$ cat config.mk
export PLATFORM = sky130hd
export DESIGN_NAME = int_controller
export DESIGN_NICKNAME = d
export VERILOG_FILES = /design/src/rtl/int_controller.sv
export SDC_FILE = /design/constraint.sdc
export NUM_CORES = 1
export LEC_CHECK = 0
export ABC_AREA = 0
export ABC_CLOCK_PERIOD_IN_PS = 2750
export CORE_MARGIN = 2
export CORE_UTILIZATION = 66
export CTS_BUF_LIST = sky130_fd_sc_hd__clkbuf_2 sky130_fd_sc_hd__clkbuf_4 sky130_fd_sc_hd__clkbuf_8
export CTS_CLUSTER_DIAMETER = 80
export DETAILED_ROUTE_END_ITERATION = 10
export DONT_BUFFER_PORTS = 1
export MAX_ROUTING_LAYER = met4
export PLACE_DENSITY = 0.82
export SLEW_MARGIN = 20
export SYNTH_ARGS = -nofsm -noshare
export SYNTH_HDL_FRONTEND = slang
export SYNTH_SLANG_ARGS = --single-unit
$ cat constraint.sdc
create_clock -name clk -period 2.75 [get_ports clk]
set_clock_uncertainty 0.2 [all_clocks]
set_input_delay 0.55 -clock clk [delete_from_list [all_inputs] [get_ports clk]]
set_output_delay 0.55 -clock clk [all_outputs]
set_load 0.03 [all_outputs]
$ cat src/rtl/int_controller.sv
`default_nettype none
// ============================================================================
// int_controller : edge-latched, priority-selected interrupt source that
//                  drains the pipeline, redirects to a vector, returns to EPC.
// Rev 1.0
// ============================================================================
module int_controller #(
  parameter int          NUM_IRQ      = 8,
  parameter logic [31:0] VECTOR_BASE  = 32'h0000_0100,
  parameter int          DRAIN_CYCLES = 3
) (
  input  logic               clk,
  input  logic               clr,
  input  logic [NUM_IRQ-1:0] irq,
  input  logic               ien_we,
  input  logic [NUM_IRQ-1:0] ien_wdata,
  input  logic               branch,
  input  logic [31:0]        resume_pc,
  input  logic               mret_mem,
  output logic               int_set_pl_pause,
  output logic               int_flag,
  output logic [31:0]        nextpc_int,
  output logic [31:0]        epc,
  output logic [4:0]         int_cause,
  output logic               in_service
);

  localparam logic [2:0] S_IDLE  = 3'd0;
  localparam logic [2:0] S_PAUSE = 3'd1;
  localparam logic [2:0] S_JUMP  = 3'd2;
  localparam logic [2:0] S_INSVC = 3'd3;
  localparam logic [2:0] S_RET   = 3'd4;

  localparam logic [3:0] DRAIN_LAST = 4'(DRAIN_CYCLES - 1);

  logic [2:0]         r_state;
  logic [2:0]         w_next_state;
  logic [NUM_IRQ-1:0] r_pending;
  logic [NUM_IRQ-1:0] r_ien;
  logic [NUM_IRQ-1:0] r_irq_q;
  logic [3:0]         r_cnt;
  logic [31:0]        r_epc;
  logic [4:0]         r_cause;

  logic [NUM_IRQ-1:0] w_edges;
  logic [NUM_IRQ-1:0] w_eligible;
  logic [NUM_IRQ-1:0] w_clear_mask;
  logic [4:0]         w_sel;
  logic               w_req;
  logic               w_accept;
  logic               w_drain_done;

  assign w_edges      = irq & ~r_irq_q;
  assign w_eligible   = r_pending & r_ien;
  assign w_req        = |w_eligible;
  // A resolving branch would overwrite the redirect, so acceptance waits for it.
  assign w_accept     = (r_state == S_IDLE) && w_req && !branch;
  assign w_drain_done = (r_state == S_PAUSE) && (r_cnt == 4'd0);

  always_comb begin
    w_sel = 5'd0;
    for (int i = NUM_IRQ - 1; i >= 0; i--) begin
      if (w_eligible[i]) w_sel = 5'(i);
    end
  end

  always_comb begin
    w_clear_mask = '0;
    for (int i = 0; i < NUM_IRQ; i++) begin
      w_clear_mask[i] = w_accept && (w_sel == 5'(i));
    end
  end

  always_ff @(posedge clk) begin
    if (clr) begin
      r_state <= S_IDLE;
    end else begin
      r_state <= w_next_state;
    end
  end

  always_comb begin
    w_next_state = r_state;
    case (r_state)
      S_IDLE:  if (w_accept) w_next_state = S_PAUSE;
      S_PAUSE: if (w_drain_done) w_next_state = S_JUMP;
      S_JUMP:  w_next_state = S_INSVC;
      S_INSVC: if (mret_mem) w_next_state = S_RET;
      S_RET:   w_next_state = S_IDLE;
      default: w_next_state = S_IDLE;
    endcase
  end

  always_comb begin
    int_set_pl_pause = 1'b0;
    int_flag         = 1'b0;
    nextpc_int       = 32'd0;
    in_service       = 1'b0;
    case (r_state)
      S_PAUSE: int_set_pl_pause = 1'b1;
      S_JUMP: begin
        int_flag   = 1'b1;
        nextpc_int = VECTOR_BASE + {25'd0, r_cause, 2'b00};
      end
      S_INSVC: in_service = 1'b1;
      S_RET: begin
        int_flag   = 1'b1;
        nextpc_int = r_epc;
      end
      default: ;
    endcase
  end

  // New edges win over the acceptance clear so a re-raised line is never lost.
  always_ff @(posedge clk) begin
    if (clr) begin
      r_pending <= '0;
      r_ien     <= '0;
      r_irq_q   <= '0;
      r_cnt     <= 4'd0;
      r_epc     <= 32'd0;
      r_cause   <= 5'd0;
    end else begin
      r_irq_q   <= irq;
      r_pending <= (r_pending & ~w_clear_mask) | w_edges;
      if (ien_we) r_ien <= ien_wdata;
      if (w_accept) begin
        r_cause <= w_sel;
        r_cnt   <= DRAIN_LAST;
      end else if ((r_state == S_PAUSE) && (r_cnt != 4'd0)) begin
        r_cnt <= r_cnt - 4'd1;
      end
      if (w_drain_done) r_epc <= resume_pc;
    end
  end

  assign epc       = r_epc;
  assign int_cause = r_cause;

endmodule
`default_nettype wire

==> After elaboration in Yosys (flattened, before gate mapping) <==
Index checks and enable logic that the tools add are counted.
{ "word_totals": {"regBits": 68, "latch_bits": 0, "ramBits": 0, "romBits": 0, "in_bits": 53, "elab_cells": 70, "n_memories": 0} }
{ "classes": {"addsub": 2, "multipliers": 0, "div_mod_pow": 0, "magnitude_cmp": 0, "eq_ne": 14, "shifts": 0, "n_mux": 18, "bitwise_logic": 6, "reduce_logical": 22} }
{ "ops": {"columns": ["op", "count"], "rows": [
  ["32-bit one-hot mux with 2 select lines", 1],
  ["5-bit 2-to-1 mux", 7],
  ["8-bit bitwise AND", 3],
  ["5-bit by 3-bit == test with 1-bit output, second input constant", 4],
  ["8-bit NOT", 2],
  ["1-bit logical AND", 12],
  ["3-bit 2-to-1 mux", 4],
  ["3-bit one-hot mux with 4 select lines", 1],
  ["9-bit by 7-bit adder with 10-bit output, first input constant", 1],
  ["5-bit by 2-bit == test with 1-bit output, second input constant", 2],
  ["8-bit OR", 1],
  ["8-bit OR reduction", 1],
  ["3-bit by 2-bit == test with 1-bit output, second input constant", 2],
  ["2-bit inequality test, second input constant", 3],
  ["5-bit by 1-bit == test with 1-bit output, second input constant", 1],
  ["5-bit zero test", 1],
  ["4-bit zero test", 1],
  ["2-bit 2-to-1 mux", 2],
  ["4-bit nonzero test", 1],
  ["2-bit OR reduction", 2],
  ["4-bit by 1-bit subtractor with 4-bit output, second input constant", 1],
  ["3-bit by 1-bit == test with 1-bit output, second input constant", 1],
  ["3-bit == test, second input constant", 1],
  ["3-bit zero test", 1],
  ["4 further kinds", 6]
]} }

==> Longest topological paths before layout <==
Gate-level depths: netlist (run 1).
{ "logic_depth": {"depth_word": 14, "mapped_depth": 7} }

==> Least setup slack after synthesis (run 1) <==
OpenSTA, ideal clock, no wires.
{ "synth_timing": {"path_type": "register to output", "start": "register r_state[0]", "end": "output nextpc_int[10]", "arrival_ps": 1432, "required_time_ps": 2000, "slack_ps": 568, "stages_incl_launch_ff": 6, "n_path_buf": 2, "cell_sequence": "dfxtp_1 -> buf_4 -> or2_2 -> nor2_4 -> clkbuf_1 -> and2_1"} }
{ "synth_between": {"elab_chain_cells": 2} }
{ "synth_lines": {"columns": ["element", "line_no", "rtl"], "rows": [
  ["from (decl)", "36", "logic [2:0] r_state;"],
  ["from (signal assigned)", "78", "r_state <= w_next_state;"],
  ["3-bit == test or 3-bit by 2-bit == test with 1-bit output (tied branches)", "99", "case (r_state)"],
  ["32-bit one-hot mux with 2 select lines *", "99", null],
  ["to (decl)", "22", "output logic [31:0] nextpc_int,"]
]} }
Every way passes the cells marked *; elsewhere a longest branch is shown, timed or not.

==> Final worst setup path (run 1) <==
{ "layout_timing": {"start": "register r_state[0]", "end": "output nextpc_int[19]"} }
Same word-level chain as after synthesis.

==> summary.md, run 1 <==
| Metric | Value |
|---|---|
| PwrDens | 803.6 nW/um^2 |
| Die ar. | 4917 um^2 |
| DR vias/cell | 5.840 |
| CTS H-tree depth | 3 |
| Drt drc | 0 |
| Final Worst Setup Slack | 146.2 ps |
| Worst Max-Slew Pin Slew | 576.3 ps |
| Final antenna diode count | 0 |
| Vias in the first global route | 2101 |
| Area grow syn2layout | 7.632% |
| Antenna Nets Post-Route | 0 |
| Hold path depth | 1 |
| Worst min path class | input port to flip-flop |
| Synth Area in Compound Gates | 15.13% |
| Multiplexer area fraction after synthesis | 2.775% |
| Layout fillers | 332 |
| Top Ports | 125 |
| Crit share post-route | 94.68% |
| Synth area leader | dfxtp_1 |
| CTS Hold Bufs | 0 |
| Post-Syn Instances | 353 |
| Fin crit period | 2604 ps |
| Worst setup endpoint | nextpc_int[19] |
| Antenna violations before repair | 0 |
| Largest net degree at the start of global routing | 66 |
| Final wirelength | 5954 um |
| Synth Warn # | 0 |
| Fin. max-slew vios | 0 |
| Most common cell after layout, fill and taps aside | nand2_1 |
| Post-synth EDFFs | 0 |
| RSZ-0062 raised after global routing | no |
| Worst reg2reg path startpoint | r_state[0]$_SDFFE_PP0P_ |
| Pre-CTS setup slack | 447.8 ps |
| Worst-path fanout max | 28 |
| Top post-synthesis cells by area | dfxtp_1 46%, nand2_1 10%, a21oi_1 7.1% |
| Routed wire per std cell | 14.70 um |
| Clk sinks | 66 |
| Layout cell share with drive strength beyond 1 | 16.15% |
| DIE WIDTH | 70.12 um |
| Flops & latches, synth | 66 |
| Arrival time worst endpoint | 1850 ps |
| Setup-failing EPs final | 0 |
| Startpoint types | flip-flop |
| Dpl cells | 389 |
| Global route overflow | 0 |
| Initial core utilization | 67.19% |
| Ys async rst share | 0% |
| Detailed-router iteration count before antenna repair | 4 |
| GRT Total Usage | 25.19% |
| WS Path Type | flip-flop to primary output |
| Peak VDD IR | 0.5286 mV |
| DPL Wire Length | 4120 um |
| Worst setup EP type | primary output |
| Slew margin rel. | 61.44% |
| Final cell count without fillers | 405 |
| Register area share after synthesis | 45.79% |
| IO buf count | 0 |
| R2R cell count | 5 |
| Worst-Skew Late Latency | 340 ps |
| Fmax achieved | 384.1 MHz |
| Total negative slack | 0 ps |
| Most used DFF post-synth | dfxtp_1 |
| Leakage | 1.201 nW |
| Adder-cell area share of the yosys netlist | 0.4337% |
| Post-CTS setup buffers | 0 |
| Reg-to-reg setup timing slack | 550 ps |
| Origin of the worst setup path | r_state[0]$_SDFFE_PP0P_ |
| Cell Area, Synth | 2885 um^2 |
| CP required | 2000 ps |
| Max cap viols | 0 |
| CTS root buffer | clkbuf_8 |
| Main combinational cell family by area after synthesis | simple AND/OR/NAND/NOR gates |
| DR vias | 2365 |
| Synth Area per Inst | 8.174 um^2 |
| Core area | 4294 um^2 |
| Reg-to-reg endpoint | epc[12]$_SDFFE_PP0P_ |
| Outcome | completed |
| Most frequent cells in the layout | 79 x nand2_1, 66 x dfxtp_1, 41 x a21oi_1, 31 x nor2_1, 28 x and2_2 |
| Cts repair resizes | 0 |
| CTS tree | yes |
| Die span in y | 70.12 um |
| CTS Buffer Depth | 2 |
| Yosys top cell area share | 45.79% |
| Worst-path clk slew | 60 ps |
| Drt first-iter violations | 142 |
| XOR/XNOR Fraction of Synth Area | 0.6071% |
| Final hold vios | 0 |
| Final Wtd Congestion | 0.8600 |
| Fin nets | 402 |
| Post-synthesis simple-gate area fraction | 30.36% |
| First-pass GRT wire length | 9515 um |
| Distinct cells, synth | 45 |
| CTS Buf Count | 9 |
| Standard-cell row count | 24 |
==> flip-flops by register name, summed over array words and instances (netlist names) <==
| name | count |
|---|---|
| r_ien | 8 |
| int_cause | 3 |
| r_cnt | 4 |
| epc | 32 |
| r_pending | 8 |
| r_state | 3 |
| r_irq_q | 8 |
==> cells by family (layout without fill, tap and decap cells) <==
family | count (synthesis) | in the layout
and+or+nand+nor | 179 | 179
AOI/OAI and AO/OA | 70 | 70
DFF | 66 | 66
buffers and inverters | 26 | 25
muxes | 8 | 8
xor gates and xnor gates | 2 | 2
adders and majority gates | 1 | 1
other | 1 | 2
==> power by group <==
group	internal, mW	total (mW)	leakage (nW)	switching, mW
logic	0.141	0.388	0.549	0.247
clock network	0.498	0.837	0.111	0.339
registers	1.05	1.27	0.541	0.216
==> per-stage QoR <==
step / instance area [um^2] / util [%] / total power, mW / hold WS [ps]
4_1_cts: 3070 / 71.50 / 2.517 / 66.93
2_1_floorplan: 2889 / - / 1.636 / 264.0
6_report: 3105 / 72.32 / 2.496 / 78.62
3_5_place_dp: 2861 / 66.64 / 1.683 / 291.8
3_3_place_gp: 2861 / 66.64 / 1.666 / 276.9
5_1_grt: 3105 / 72.32 / 2.614 / 54.52
==> critical path, cell delays in order, from the launching register on <==
cell     delay, ps
dfxtp_1        420
or2_2          370
nor2_4         390
and2_2         330
==> metal layers <==
layer / vias to the layer above / GRT usage (%) / routed length, um
li1: 1168 / - / -
met1: 1077 / 30.82 / 2681
met2: 115 / 38.10 / 2685
met3: 5 / 10.97 / 558
met4: 0 / 7.265 / 29
met5: - / - / 0
==> synth_stat cells (all sizes together) (2+ instances only) <==
cell type and number:
clkbuf 8, a21o 2, nand2 80, mux2i 8, inv 6, or3b 2, nand3 3, a32o 2
a21oi 41, nor2b 17, a22oi 8, buf 12, dfxtp 66, nor3 2, nor2 33, nand4 3
a31oi 2, nor4 3, and2 29, a211oi 9
==> worst min-delay path by stage <==
stage / slack (ps) / start / end
2_1_floorplan: 260 / r_cnt[2]$_SDFFE_PP0P_ / r_cnt[2]$_SDFFE_PP0P_
3_3_place_gp: 280 / r_cnt[1]$_SDFFE_PP0P_ / r_cnt[1]$_SDFFE_PP0P_
3_5_place_dp: 290 / r_cnt[1]$_SDFFE_PP0P_ / r_cnt[1]$_SDFFE_PP0P_
4_1_cts: 70 / clr / epc[11]$_SDFFE_PP0P_
5_1_grt: 50 / clr / epc[4]$_SDFFE_PP0P_
6_report: 80 / clr / r_irq_q[3]$_SDFF_PP0_
==> cell type report <==
| class | instances | area (um^2) | share of cell area, % |
|---|---|---|---|
| clock buffer | 14 | 173.9 | 5.600 |
| tap | 52 | 65.06 | 2.095 |
| multi-input combinational | 262 | 1465 | 47.18 |
| clock inverter | 2 | 35.03 | 1.128 |
| timing repair buffer | 3 | 22.52 | 0.7252 |
| inverter | 6 | 22.52 | 0.7252 |
| sequential | 66 | 1321 | 42.55 |
(Power assumes the default switching activity.)
==> inputs of run 2 (changes only) <==
--- a/config.mk
+++ b/config.mk
@@ -8,13 +8,13 @@
 export ABC_AREA = 0
 export ABC_CLOCK_PERIOD_IN_PS = 2750
 export CORE_MARGIN = 2
-export CORE_UTILIZATION = 66
+export CORE_UTILIZATION = 55
 export CTS_BUF_LIST = sky130_fd_sc_hd__clkbuf_2 sky130_fd_sc_hd__clkbuf_4 sky130_fd_sc_hd__clkbuf_8
 export CTS_CLUSTER_DIAMETER = 80
 export DETAILED_ROUTE_END_ITERATION = 10
 export DONT_BUFFER_PORTS = 1
 export MAX_ROUTING_LAYER = met4
-export PLACE_DENSITY = 0.82
+export PLACE_DENSITY = 0.7
 export SLEW_MARGIN = 20
 export SYNTH_ARGS = -nofsm -noshare
 export SYNTH_HDL_FRONTEND = slang
==> run 2 against run 1 <==
Effect of this change:
- cell count up 4.0%
- sequential power about the same
- highest routed layer unchanged
- sequential share of layout area up 0.21 points
- die area up 19%
- first-iteration DRC count down 25%
- non-clock buffer count down 2
==> summary.md, run 2 (same netlist as run 1, synthesis figures left out) <==
| Metric | Value |
|---|---|
| Outcome | completed |
| PwrDens | 811.6 nW/um^2 |
| Worst-path clk slew | 60 ps |
| Antenna violations before repair | 0 |
| Startpoint types | flip-flop |
| DR vias | 2354 |
| Drt first-iter violations | 106 |
| Largest register FFs | 32 |
| Standard-cell row count | 26 |
| Worst-Skew Late Latency | 340 ps |
| Critical path's top delay family | simple AND/OR/NAND/NOR gates |
| Die ar. | 5842 um^2 |
| Final wirelength | 6198 um |
| Fin. max-slew vios | 0 |
| First-pass GRT wire length | 9894 um |
| Power, Total | 2.508 mW |
| Crit share post-route | 94.68% |
| CTS H-tree depth | 3 |
| CTS tree | yes |
| CP required | 2000 ps |
| DPL Wire Length | 4309 um |
| Detailed-router iteration count before antenna repair | 4 |
| Cts repair resizes | 0 |
| RSZ-0062 raised after global routing | no |
| Setup-failing EPs final | 0 |
| GRT Total Usage | 21.92% |
| Max cap viols | 0 |
| Final cell count without fillers | 421 |
| IO buf count | 0 |
| Layout cell share with drive strength beyond 1 | 7.692% |
| WS Path Type | flip-flop to primary output |
| CTS root buffer | clkbuf_8 |
| CTS Buffer Depth | 2 |
| Slew margin rel. | 57.34% |
| Top Ports | 125 |
| Vias in the first global route | 2192 |
| Core area | 5075 um^2 |
| Die span in y | 76.43 um |
| Final antenna diode count | 0 |
| Area grow syn2layout | 7.112% |
| Worst-path fanout max | 28 |
| Initial core utilization | 56.85% |
| Worst Max-Slew Pin Slew | 635.2 ps |
| Drt drc | 0 |
| Fmax achieved | 384.1 MHz |
| Slowest cell on crit path | dfxtp_1 |
| Arrival time worst endpoint | 1850 ps |
| DR vias/cell | 5.591 |
| Peak VDD IR | 0.4463 mV |
| CTS Buf Count | 9 |
| Dpl cells | 405 |
| Fin nets | 400 |
| DIE WIDTH | 76.43 um |
| Worst min path class | input port to flip-flop |
| Post-CTS setup buffers | 0 |
| Leakage | 1.172 nW |
| Total negative slack | 0 ps |
| CP peak stage delay | 400 ps |
| CTS Hold Bufs | 0 |
| Buffers and inverters on the worst path | 0 |
| Antenna Nets Post-Route | 0 |
| Final hold vios | 0 |
| Most frequent cells in the layout | 79 x nand2_1, 66 x dfxtp_1, 41 x a21oi_1, 31 x nor2_1, 29 x and2_1 |
| Routed wire per std cell | 14.72 um |
| Global route overflow | 0 |
| Most common cell after layout, fill and taps aside | nand2_1 |
| Clk sinks | 66 |
| Fin crit period | 2604 ps |
| Worst setup EP type | primary output |
| Worst path cell trace | or2_2, nor2_4, and2_1 |
| Largest net degree at the start of global routing | 66 |
| Final Wtd Congestion | 0.7813 |
[run 2: changes by cell type in the layout (fill, tap and decap cells not counted)]
| cell | change |
|---|---|
| and2_1 | +28 |
| and2_2 | -28 |
| buf_4 | -3 |
| buf_12 | +1 |
[run 2: path summary, 6_finish.rpt]
kind | from | endpoint | slack, ps | cells after the start
worst max-delay path | r_state[0]$_SDFFE_PP0P_ | nextpc_int[9] | 150 | 3
worst min-delay path | clr | r_irq_q[3]$_SDFF_PP0_ | 80 | 1
worst max register to register | r_state[0]$_SDFFE_PP0P_ | epc[17]$_SDFFE_PP0P_ | 560 | 5
worst min register to register | r_cnt[1]$_SDFFE_PP0P_ | r_cnt[1]$_SDFFE_PP0P_ | 290 | 2
[run 2: area by class of cell]
class / instances / area [um^2]
inverter: 6 / 22.52
multi-input combinational: 262 / 1430
clock buffer: 14 / 173.9
sequential: 66 / 1321
tap: 70 / 87.58
fill: 458 / 1984
clock inverter: 2 / 35.03
timing repair buffer: 1 / 20.02
[run 2: layer usage]
| layer | wire, um | global-route usage [%] | vias up |
|---|---|---|---|
| met2 | 2828 | 33.36 | 104 |
| met5 | 0 | - | - |
| li1 | - | - | 1165 |
| met4 | 86 | 11.45 | 0 |
| met1 | 2746 | 26.32 | 1077 |
| met3 | 537 | 6.517 | 8 |
[run 2: power breakdown]
group	internal [mW]	switching, mW
logic	0.146	0.250
registers	1.05	0.216
clock network	0.498	0.344
[run 2: stage by stage]
step	hold WS (ps)	setup slack, ps	util [%]	instance area, um^2
floorplan	264.0	568.4	-	2889
global placement	277.9	514.8	56.78	2882
detailed placement	284.1	482.4	56.78	2882
CTS	66.08	129.8	60.90	3090
global route	69.34	18.53	60.90	3090
finish	75.19	146.4	60.90	3090
==> inputs of run 3 (changes only) <==
--- a/config.mk
+++ b/config.mk
@@ -7,14 +7,16 @@
 export LEC_CHECK = 0
 export ABC_AREA = 0
 export ABC_CLOCK_PERIOD_IN_PS = 2750
+export CELL_PAD_IN_SITES_DETAIL_PLACEMENT = 2
+export CELL_PAD_IN_SITES_GLOBAL_PLACEMENT = 2
 export CORE_MARGIN = 2
-export CORE_UTILIZATION = 55
+export CORE_UTILIZATION = 38
 export CTS_BUF_LIST = sky130_fd_sc_hd__clkbuf_2 sky130_fd_sc_hd__clkbuf_4 sky130_fd_sc_hd__clkbuf_8
 export CTS_CLUSTER_DIAMETER = 80
 export DETAILED_ROUTE_END_ITERATION = 10
 export DONT_BUFFER_PORTS = 1
 export MAX_ROUTING_LAYER = met4
-export PLACE_DENSITY = 0.7
+export PLACE_DENSITY = 0.86
 export SLEW_MARGIN = 20
 export SYNTH_ARGS = -nofsm -noshare
 export SYNTH_HDL_FRONTEND = slang
==> run 3 against run 2 <==
Effect of this change:
- sequential share of layout area shrank 0.85 points
- cell count increased by 7.4%
- setup slack worse by 120 ps
- critical path type unchanged
- highest routed layer unchanged
==> summary.md, run 3 (same netlist as run 1, synthesis figures left out) <==
| Metric | Value |
|---|---|
| Antenna Nets Post-Route | 0 |
| First-pass GRT wire length | 13590 um |
| CTS root buffer | clkbuf_8 |
| Detailed-router iteration count before antenna repair | 4 |
| Final wirelength | 8294 um |
| Final cell count without fillers | 452 |
| Largest register FFs | 32 |
| DPL Wire Length | 5999 um |
| WS Path Type | flip-flop to primary output |
| Arrival time worst endpoint | 1970 ps |
| DR vias/cell | 5.400 |
| CTS Buffer Depth | 2 |
| GRT Total Usage | 21.09% |
| Most common cell after layout, fill and taps aside | nand2_1 |
| Worst-Skew Late Latency | 330 ps |
| Layout cell share with drive strength beyond 1 | 16.15% |
| Crit share post-route | 99.05% |
| Max cap viols | 0 |
| Area grow syn2layout | 9.280% |
| Fin. max-slew vios | 0 |
| Final hold vios | 0 |
| Standard-cell row count | 31 |
| Core area | 7292 um^2 |
| IO buf count | 0 |
| PwrDens | 781.3 nW/um^2 |
| Clk sinks | 66 |
| Pre-CTS setup slack | 324.3 ps |
| Drt drc | 0 |
| CTS H-tree depth | 3 |
| Die ar. | 8306 um^2 |
| Routed wire per std cell | 18.35 um |
| Largest net degree at the start of global routing | 66 |
| Fmax achieved | 367.1 MHz |
| Outcome | completed |
| CTS Buf Count | 9 |
| Area occupied by multi-input gates | 1465 um^2 |
| DIE WIDTH | 91.14 um |
| Leakage | 1.189 nW |
| Worst setup EP type | primary output |
| DR vias | 2441 |
| End of the worst hold path | epc[2]$_SDFFE_PP0P_ |
| Top Ports | 125 |
| CTS Hold Bufs | 0 |
| Worst-path fanout max | 8 |
| Antenna violations before repair | 0 |
| Die span in y | 91.14 um |
| Register area | 1321 um^2 |
| Dpl cells | 436 |
| CP required | 2000 ps |
| Worst min path class | input port to flip-flop |
| Global route overflow | 0 |
| Startpoint types | flip-flop |
| Min-delay src | clr |
| Fin crit period | 2724 ps |
| Layout fillers | 839 |
| Final antenna diode count | 0 |
| Final std cell area, no fill | 3153 um^2 |
| Slew margin rel. | 58.12% |
| Dpl cell area | 2933 um^2 |
| Worst Max-Slew Pin Slew | 626.1 ps |
| Worst-path clk slew | 70 ps |
| Fin nets | 402 |
| Most frequent cells in the layout | 79 x nand2_1, 66 x dfxtp_1, 41 x a21oi_1, 31 x nor2_1, 28 x and2_2 |
| Drt first-iter violations | 69 |
| Hold path depth | 1 |
| Final Worst Setup Slack | 26.10 ps |
| RSZ-0062 raised after global routing | yes |
| Reg-to-reg endpoint | epc[20]$_SDFFE_PP0P_ |
| Reg-to-reg setup timing slack | 490 ps |
| Worst reg2reg path startpoint | r_state[0]$_SDFFE_PP0P_ |
| Vias in the first global route | 2751 |
| CTS tree | yes |
| Setup-failing EPs final | 0 |
| Peak VDD IR | 0.3859 mV |
| Final Wtd Congestion | 0.7663 |
| Initial core utilization | 39.57% |
| R2R cell count | 5 |
==> run 3: cell types whose count changed in the layout (fill, tap and decap cells not counted) <==
cell	before	now
clkinv_2	1	2
clkbuf_4	3	1
and2_2	0	28
and2_1	29	1
buf_4	0	2
bufinv_16	1	0
clkinvlp_4	0	1
clkinv_4	0	1
==> run 3: area by class of cell <==
| class | instances | area share [%] |
|---|---|---|
| multi-input cells | 262 | 46.47 |
| flip-flops and latches | 66 | 41.90 |
| clock buffers | 12 | 5.040 |
| repair buffers | 3 | 1.111 |
| well taps | 99 | 3.929 |
| clock inverters | 4 | 0.8333 |
| inverters | 6 | 0.7143 |
==> run 3: worst max-delay path by stage <==
stage                       startpoint        endpoint
2_1_floorplan  r_state[0]$_SDFFE_PP0P_  nextpc_int[10]
3_3_place_gp   r_state[0]$_SDFFE_PP0P_  nextpc_int[28]
3_5_place_dp   r_state[0]$_SDFFE_PP0P_  nextpc_int[16]
4_1_cts        r_state[0]$_SDFFE_PP0P_  nextpc_int[30]
5_1_grt        r_state[0]$_SDFFE_PP0P_  nextpc_int[16]
6_report       r_state[2]$_SDFFE_PP0P_   nextpc_int[2]
==> run 3: metal layers <==
layer | share of wire [%] | vias up | global-route usage, %
li1 | - | 1166 | -
met1 | 42 | 1184 | 23.61
met2 | 50 | 89 | 36.54
met3 | 7.2 | 2 | 7.386
met4 | 0.37 | 0 | 4.167
met5 | 0 | - | -
==> run 3: through the flow <==
step                hold WS (ps)  util, %  total power, mW  TNS [ps]
finish                     79.14    43.24            2.463         0
global route               51.06    43.24            2.609     -3281
CTS                        60.32    43.24            2.499         0
detailed placement         294.3    40.22            1.732         0
global placement           275.5    40.22            1.693         0
floorplan                  264.0        -            1.636         0
==> run 3: worst max-delay path, stage by stage, from the launching register on <==
cell	delay, ps
dfxtp_1	550
inv_1	190
nor2_1	300
a22oi_1	130
nor2_1	480
==> run 3: power by group <==
group	switching, mW	total (mW)	internal, mW	leakage, nW
combinational	0.274	0.426	0.152	0.553
clock	0.378	0.764	0.386	0.0958
sequential	0.220	1.27	1.05	0.541
total	0.872	2.46	1.59	1.19
==> run 3: timing repair <==
action                                  CTS  global route
buffers inserted                          0             0
endpoints found under the setup margin   28            31
gates resized for setup                  28             0
hold endpoints to repair                  0             0
cloned                                    0             0
